<file path="config.mk">
export PLATFORM = sky130hd
export DESIGN_NAME = banner_sprite
export DESIGN_NICKNAME = d
export VERILOG_FILES = /design/src/rtl/banner_sprite.sv
export SDC_FILE = /design/constraint.sdc
export NUM_CORES = 1
export LEC_CHECK = 0
export ABC_AREA = 0
export ABC_CLOCK_PERIOD_IN_PS = 6300
export CAP_MARGIN = 20
export CORE_MARGIN = 4
export CORE_UTILIZATION = 55
export DETAILED_ROUTE_END_ITERATION = 7
export PLACE_DENSITY = 0.81
export SYNTH_ARGS = -nofsm -noshare
export SYNTH_HDL_FRONTEND = slang
export SYNTH_SLANG_ARGS = --single-unit
export TNS_END_PERCENT = 5
</file>
<file path="constraint.sdc">
create_clock -name pixel_clk_in -period 6.3 [get_ports pixel_clk_in]
set_clock_uncertainty 0.05 [all_clocks]
set_input_delay 0.945 -clock pixel_clk_in [delete_from_list [all_inputs] [get_ports pixel_clk_in]]
set_output_delay 0.945 -clock pixel_clk_in [all_outputs]
set_load 0.02 [all_outputs]
</file>
<file path="src/rtl/banner_sprite.sv">
// Scaled, animated, blinking sprite overlay: raster position -> image ROM -> palette ROM -> RGB,
// with a fixed 5-cycle pixel pipeline and all placement/mode inputs shadowed at frame_tick_in.
module banner_sprite #(
    parameter int WIDTH           = 73,
    parameter int HEIGHT          = 9,
    parameter int NUM_FRAMES      = 4,
    parameter int SCALE_LOG2      = 2,
    parameter int FRAME_HOLD      = 8,
    parameter int BLINK_PERIOD    = 30,
    parameter int TRANSPARENT_IDX = 0
) (
    input  logic        pixel_clk_in,
    input  logic        rst_in,
    input  logic [10:0] hcount_in,
    input  logic [9:0]  vcount_in,
    input  logic [10:0] x_in,
    input  logic [9:0]  y_in,
    input  logic        frame_tick_in,
    input  logic        show_in,
    input  logic        blink_en_in,
    input  logic        anim_en_in,
    output logic [7:0]  red_out,
    output logic [7:0]  green_out,
    output logic [7:0]  blue_out,
    output logic        opaque_out,
    output logic [1:0]  state_out      // debug: 0 HIDDEN, 1 SOLID, 2 BLINK_ON, 3 BLINK_OFF
);
    localparam int BOX_W    = WIDTH << SCALE_LOG2;
    localparam int BOX_H    = HEIGHT << SCALE_LOG2;
    localparam int FRAME_SZ = WIDTH * HEIGHT;
    localparam int AW       = $clog2(NUM_FRAMES * FRAME_SZ);
    localparam int FW       = (NUM_FRAMES > 1) ? $clog2(NUM_FRAMES) : 1;
    localparam int HW       = (FRAME_HOLD > 1) ? $clog2(FRAME_HOLD) : 1;
    localparam int BW       = (BLINK_PERIOD > 1) ? $clog2(BLINK_PERIOD) : 1;

    typedef enum logic [1:0] {HIDDEN, SOLID, BLINK_ON, BLINK_OFF} state_t;

    state_t          state_q, state_d;
    logic [BW-1:0]   blink_cnt_q, blink_cnt_d;
    logic [FW-1:0]   frame_q, frame_d;
    logic [HW-1:0]   hold_q, hold_d;
    logic [10:0]     x_q;
    logic [9:0]      y_q;
    logic            show_q, blink_q, anim_q;

    logic [11:0]     h12, v12, x12, y12, dh, dv;
    logic            in_box, qual_d;
    logic [AW-1:0]   addr_d, addr_q;
    logic [3:0]      qual_q;
    logic [7:0]      idx_a_q, idx_q, idx_p_q;
    logic [23:0]     rgb_a_q;

    // Procedurally generated image content: palette index is the low byte of the address.
    function automatic logic [7:0] image_rom(input logic [AW-1:0] a);
        return 8'(a);
    endfunction

    function automatic logic [23:0] palette_rom(input logic [7:0] i);
        return {i, ~i, i[3:0], i[7:4]};
    endfunction

    assign state_out = state_q;

    // Mode decisions on a tick use the values being latched on that same tick.
    always_comb begin
        state_d     = state_q;
        blink_cnt_d = blink_cnt_q;
        frame_d     = frame_q;
        hold_d      = hold_q;
        if (frame_tick_in) begin
            if (!show_in) begin
                state_d = HIDDEN;
            end else if (!blink_en_in) begin
                state_d = SOLID;
            end else if (state_q == HIDDEN || state_q == SOLID) begin
                state_d     = BLINK_ON;
                blink_cnt_d = '0;
            end else if (blink_cnt_q == BW'(BLINK_PERIOD - 1)) begin
                state_d     = (state_q == BLINK_ON) ? BLINK_OFF : BLINK_ON;
                blink_cnt_d = '0;
            end else begin
                blink_cnt_d = blink_cnt_q + BW'(1);
            end

            if (state_d == HIDDEN && state_q != HIDDEN) begin
                frame_d = '0;
                hold_d  = '0;
            end else if (anim_en_in) begin
                if (hold_q == HW'(FRAME_HOLD - 1)) begin
                    hold_d  = '0;
                    frame_d = (frame_q == FW'(NUM_FRAMES - 1)) ? '0 : frame_q + FW'(1);
                end else begin
                    hold_d = hold_q + HW'(1);
                end
            end
        end
    end

    always_comb begin
        h12    = {1'b0, hcount_in};
        v12    = {2'b0, vcount_in};
        x12    = {1'b0, x_q};
        y12    = {2'b0, y_q};
        dh     = h12 - x12;
        dv     = v12 - y12;
        in_box = (h12 >= x12) && (h12 < x12 + 12'(BOX_W)) &&
                 (v12 >= y12) && (v12 < y12 + 12'(BOX_H));
        addr_d = AW'(32'(frame_q) * 32'(FRAME_SZ) +
                     32'(dv >> SCALE_LOG2) * 32'(WIDTH) +
                     32'(dh >> SCALE_LOG2));
        qual_d = in_box && (state_q == SOLID || state_q == BLINK_ON);
    end

    always_ff @(posedge pixel_clk_in) begin
        if (rst_in) begin
            state_q     <= HIDDEN;
            blink_cnt_q <= '0;
            frame_q     <= '0;
            hold_q      <= '0;
            x_q         <= '0;
            y_q         <= '0;
            show_q      <= 1'b0;
            blink_q     <= 1'b0;
            anim_q      <= 1'b0;
        end else begin
            state_q     <= state_d;
            blink_cnt_q <= blink_cnt_d;
            frame_q     <= frame_d;
            hold_q      <= hold_d;
            if (frame_tick_in) begin
                x_q     <= x_in;
                y_q     <= y_in;
                show_q  <= show_in;
                blink_q <= blink_en_in;
                anim_q  <= anim_en_in;
            end
        end
    end

    // Stages: address, image ROM (2), palette ROM (1) + masked output register.
    always_ff @(posedge pixel_clk_in) begin
        if (rst_in) begin
            addr_q     <= '0;
            qual_q     <= '0;
            idx_a_q    <= '0;
            idx_q      <= '0;
            idx_p_q    <= '0;
            rgb_a_q    <= '0;
            red_out    <= '0;
            green_out  <= '0;
            blue_out   <= '0;
            opaque_out <= 1'b0;
        end else begin
            addr_q  <= addr_d;
            qual_q  <= {qual_q[2:0], qual_d};
            idx_a_q <= image_rom(addr_q);
            idx_q   <= idx_a_q;
            rgb_a_q <= palette_rom(idx_q);
            idx_p_q <= idx_q;
            if (qual_q[3] && idx_p_q != 8'(TRANSPARENT_IDX)) begin
                {red_out, green_out, blue_out} <= rgb_a_q;
                opaque_out <= 1'b1;
            end else begin
                {red_out, green_out, blue_out} <= '0;
                opaque_out <= 1'b0;
            end
        end
    end

    // Shadow mode bits are kept for visibility of the latched frame configuration.
    logic unused_shadow;
    assign unused_shadow = show_q ^ blink_q ^ anim_q;
endmodule

</file>
==> flow_metrics.tcl <==
set metrics [dict create \
    status "complete, no violations" \
    synth_cell_type_count 48 \
    clk_latency_ps 370 \
    syn_area_sq_um 5090 \
    switchingPower_mw 0.571 \
    grt_pass1_vias 3596 \
    synth_ff_type "dfxtp_1" \
    first_pass_iters 4 \
    ant_nets 0 \
    period_needed_ps 5430 \
    drtIter0Drc 124 \
    multi_input_area_sq_um 2930 \
    path_class "in -> reg" \
    switching_share_pct 33.2 \
    rsz0062_at_grt "no" \
    drv_slew 0 \
    cp-end-kind "register" \
    path_clk_slew_ps 100 \
    hp-start "idx_q[5]$_SDFF_PP0_" \
    cts-hold-fix-buffers 0 \
    leakage_nw 2.65 \
    ff2ff_path_depth 21 \
    fillCellCount 705 \
    ys_async_sr_fraction_pct 0 \
    yosys_warnings 0 \
    seq_area_frac_synth_pct 37.0 \
    final_common_cell "dfxtp_1" \
    htree_levels 3 \
    power_frac_comb_pct 38.6 \
    max_freq_ghz 0.184 \
    syn_inst 530 \
    final_cell_mix "dfxtp_1 (94), ha_1 (73), clkdlybuf4s50_1 (73), nor2_1 (61), inv_1 (43)" \
    coreArea_sq_um 8850 \
    ios 75 \
    synth_edf_count 0 \
    syn_to_final_growth_pct 19.1 \
    numCtsBuffers 9 \
    ys_ff_latch 94 \
    timing.rr.end "addr_q[7]$_SDFF_PP0_" \
    die_w_um 104 \
    die-area_sq_um 10900 \
    cts_setup_buffers 0 \
    max_slew_margin_pct 44.8 \
    min_path_cells 1 \
    ctsResizeCount 0 \
    drt_wl_total_um 9660 \
    dp_hpwl_um 7700 \
    startpoint "vcount_in[1]" \
    syn_nets 657 \
    crit_arrival_ps 5680 \
    hold_viol_final 0 \
    wl_per_cell_um 13.6 \
    row_count 34 \
    maxCapViolCount 0 \
    holdPathEnd "rgb_a_q[13]$_SDFF_PP0_" \
    port_buffers 74 \
    grt_pass1_wl_um 16200 \
    required_ps 6550 \
    drc 0 \
    cts_tree "built" \
    seqCellArea_sq_um 1880 \
    fp.dieH_um 104 \
    power_density_nw_per_um2 284 \
    antenna_found_initial 0 \
    final_util_pct 68.5 \
    root_buffer "clkbuf_8" \
    grt_max_degree 77 \
    fin_total_pwr_mw 1.72 \
    worstPathMaxFanout 3 \
    reg2reg_slack_ps 1490 \
    worstMarginPinSlew_ps 827 \
    overflow 0 \
    avgSynthCellArea_sq_um 9.60 \
    cts.sinks 94 \
    r2r-start "y_q[2]$_SDFFE_PP0P_" \
    hold_class "reg -> reg" \
    num_vias 3708 \
    track_usage_pct 18.1 \
    setup_viol 0 \
    cts_buffer_depth 2 \
    ir_worst_vdd_mv 0.231 \
    vias_per_cell 5.22 \
    gp_congestion 0.895 \
    num_antenna_cells 0 \
    post-route-period-util_pct 86.2 \
    p_int_mw 1.15 \
    nets 724 \
    start_kind "input port" \
    power_frac_seq_pct 38.9 \
    start_util_pct 57.5 \
    tns_ps 0 \
    clkPwrFrac_pct 22.5 \
    drive_gt1_share_pct 4.98 \
]
==> per-layer routing <==
layer,share of wire (%),vias to the layer above,global-route usage [%]
li1,-,1910,-
met1,45,1704,22.3
met2,49,80,31.2
met3,3.9,14,3.79
met4,1.7,0,6.27
met5,0,-,0
==> power by group through the flow <==
| stage | combinational [mW] | sequential (mW) | clock, mW |
|---|---|---|---|
| 5_1_grt | 0.747 | 0.675 | 0.421 |
| 3_3_place_gp | 0.640 | 0.681 | 0 |
| 6_report | 0.664 | 0.668 | 0.387 |
| 2_1_floorplan | 0.531 | 0.676 | 0 |
| 3_5_place_dp | 0.667 | 0.683 | 0 |
| 4_1_cts | 0.670 | 0.669 | 0.400 |
==> cell type report <==
cell class	instances	share of cell area (%)
inverter	45	2.79
clock buffer	9	2.04
tap	108	2.23
sequential	94	31.0
clock inverter	7	1.20
timing repair buffer	76	12.4
multi-input combinational	371	48.3
==> synth_stat cells (4+ instances only) <==
| library cell | number | share of area (%) |
|---|---|---|
| o21ai_1 | 7 | 0.69 |
| a21o_1 | 7 | 1.0 |
| xnor2_1 | 29 | 5.0 |
| mux2i_1 | 23 | 4.5 |
| buf_4 | 8 | 1.2 |
| o21ai_0 | 6 | 0.59 |
| a31oi_1 | 4 | 0.49 |
| nand3_1 | 5 | 0.49 |
| nor2_1 | 61 | 4.5 |
| and2_1 | 16 | 2.0 |
| nor3_1 | 8 | 0.79 |
| dfxtp_1 | 94 | 37 |
| clkbuf_1 | 9 | 0.66 |
| a21oi_1 | 23 | 2.3 |
| ha_1 | 73 | 18 |
| nand4_1 | 7 | 0.86 |
| fa_1 | 6 | 2.4 |
| inv_1 | 43 | 3.2 |
| xor2_1 | 9 | 1.5 |
| nand2_1 | 12 | 0.88 |
| nor2b_1 | 34 | 4.2 |
==> critical path: stages <==
cell and delay (ps):
clkdlybuf4s50_1 420, ha_1 320, nor2b_4 140, o31a_4 310, nor2_4 120, o21ai_1 130, a21oi_1 210, xnor2_1 140
ha_1 240, ha_1 290, ha_1 200, inv_1 70, fa_1 440, fa_1 440, xnor2_1 200, xnor2_1 160
xnor2_1 150, xnor2_1 190, xnor2_2 160, xnor3_1 320, nor2_1 80
==> cell families after synthesis <==
kind of cell	count (synthesis)	synth area share, %
AO/OA/AOI/OAI	74	9.88
XOR/XNOR	41	7.62
adder cells (fa/ha/maj)	79	20.3
buffers and inverters	65	5.43
flip-flops	94	37.0
multiplexers	23	4.52
AND/OR/NAND/NOR	154	15.3
==> state kept, by name, indices dropped and copies added (netlist names), 3 cells and up <==
signal and flops:
idx_q 8, idx_a_q 8, red_out 7, hold_q 3, y_q 10, addr_q 8
rgb_a_q 9, idx_p_q 7, qual_q 4, green_out 8, blink_cnt_q 5, x_q 11
==> metrics by stage <==
stage          worst slack (ps)  instances  hold slack (ps)  area, sq um
6_report                    871        710              348         6060
3_5_place_dp                491        694              345         5870
3_3_place_gp                607        694              341         5870
4_1_cts                     880        710              355         6060
5_1_grt                     625        710              358         6060
2_1_floorplan              1170        530              335         5090
==> how the worst max path moves through the flow <==
stage | to | slack, ps | depth (start not counted)
2_1_floorplan | addr_q[7]$_SDFF_PP0_ | 1170 | 20
3_3_place_gp | addr_q[7]$_SDFF_PP0_ | 610 | 22
3_5_place_dp | addr_q[7]$_SDFF_PP0_ | 490 | 21
4_1_cts | addr_q[7]$_SDFF_PP0_ | 880 | 21
5_1_grt | addr_q[7]$_SDFF_PP0_ | 630 | 21
6_report | addr_q[7]$_SDFF_PP0_ | 870 | 21
Note: power is estimated with default switching activity, not from simulation.
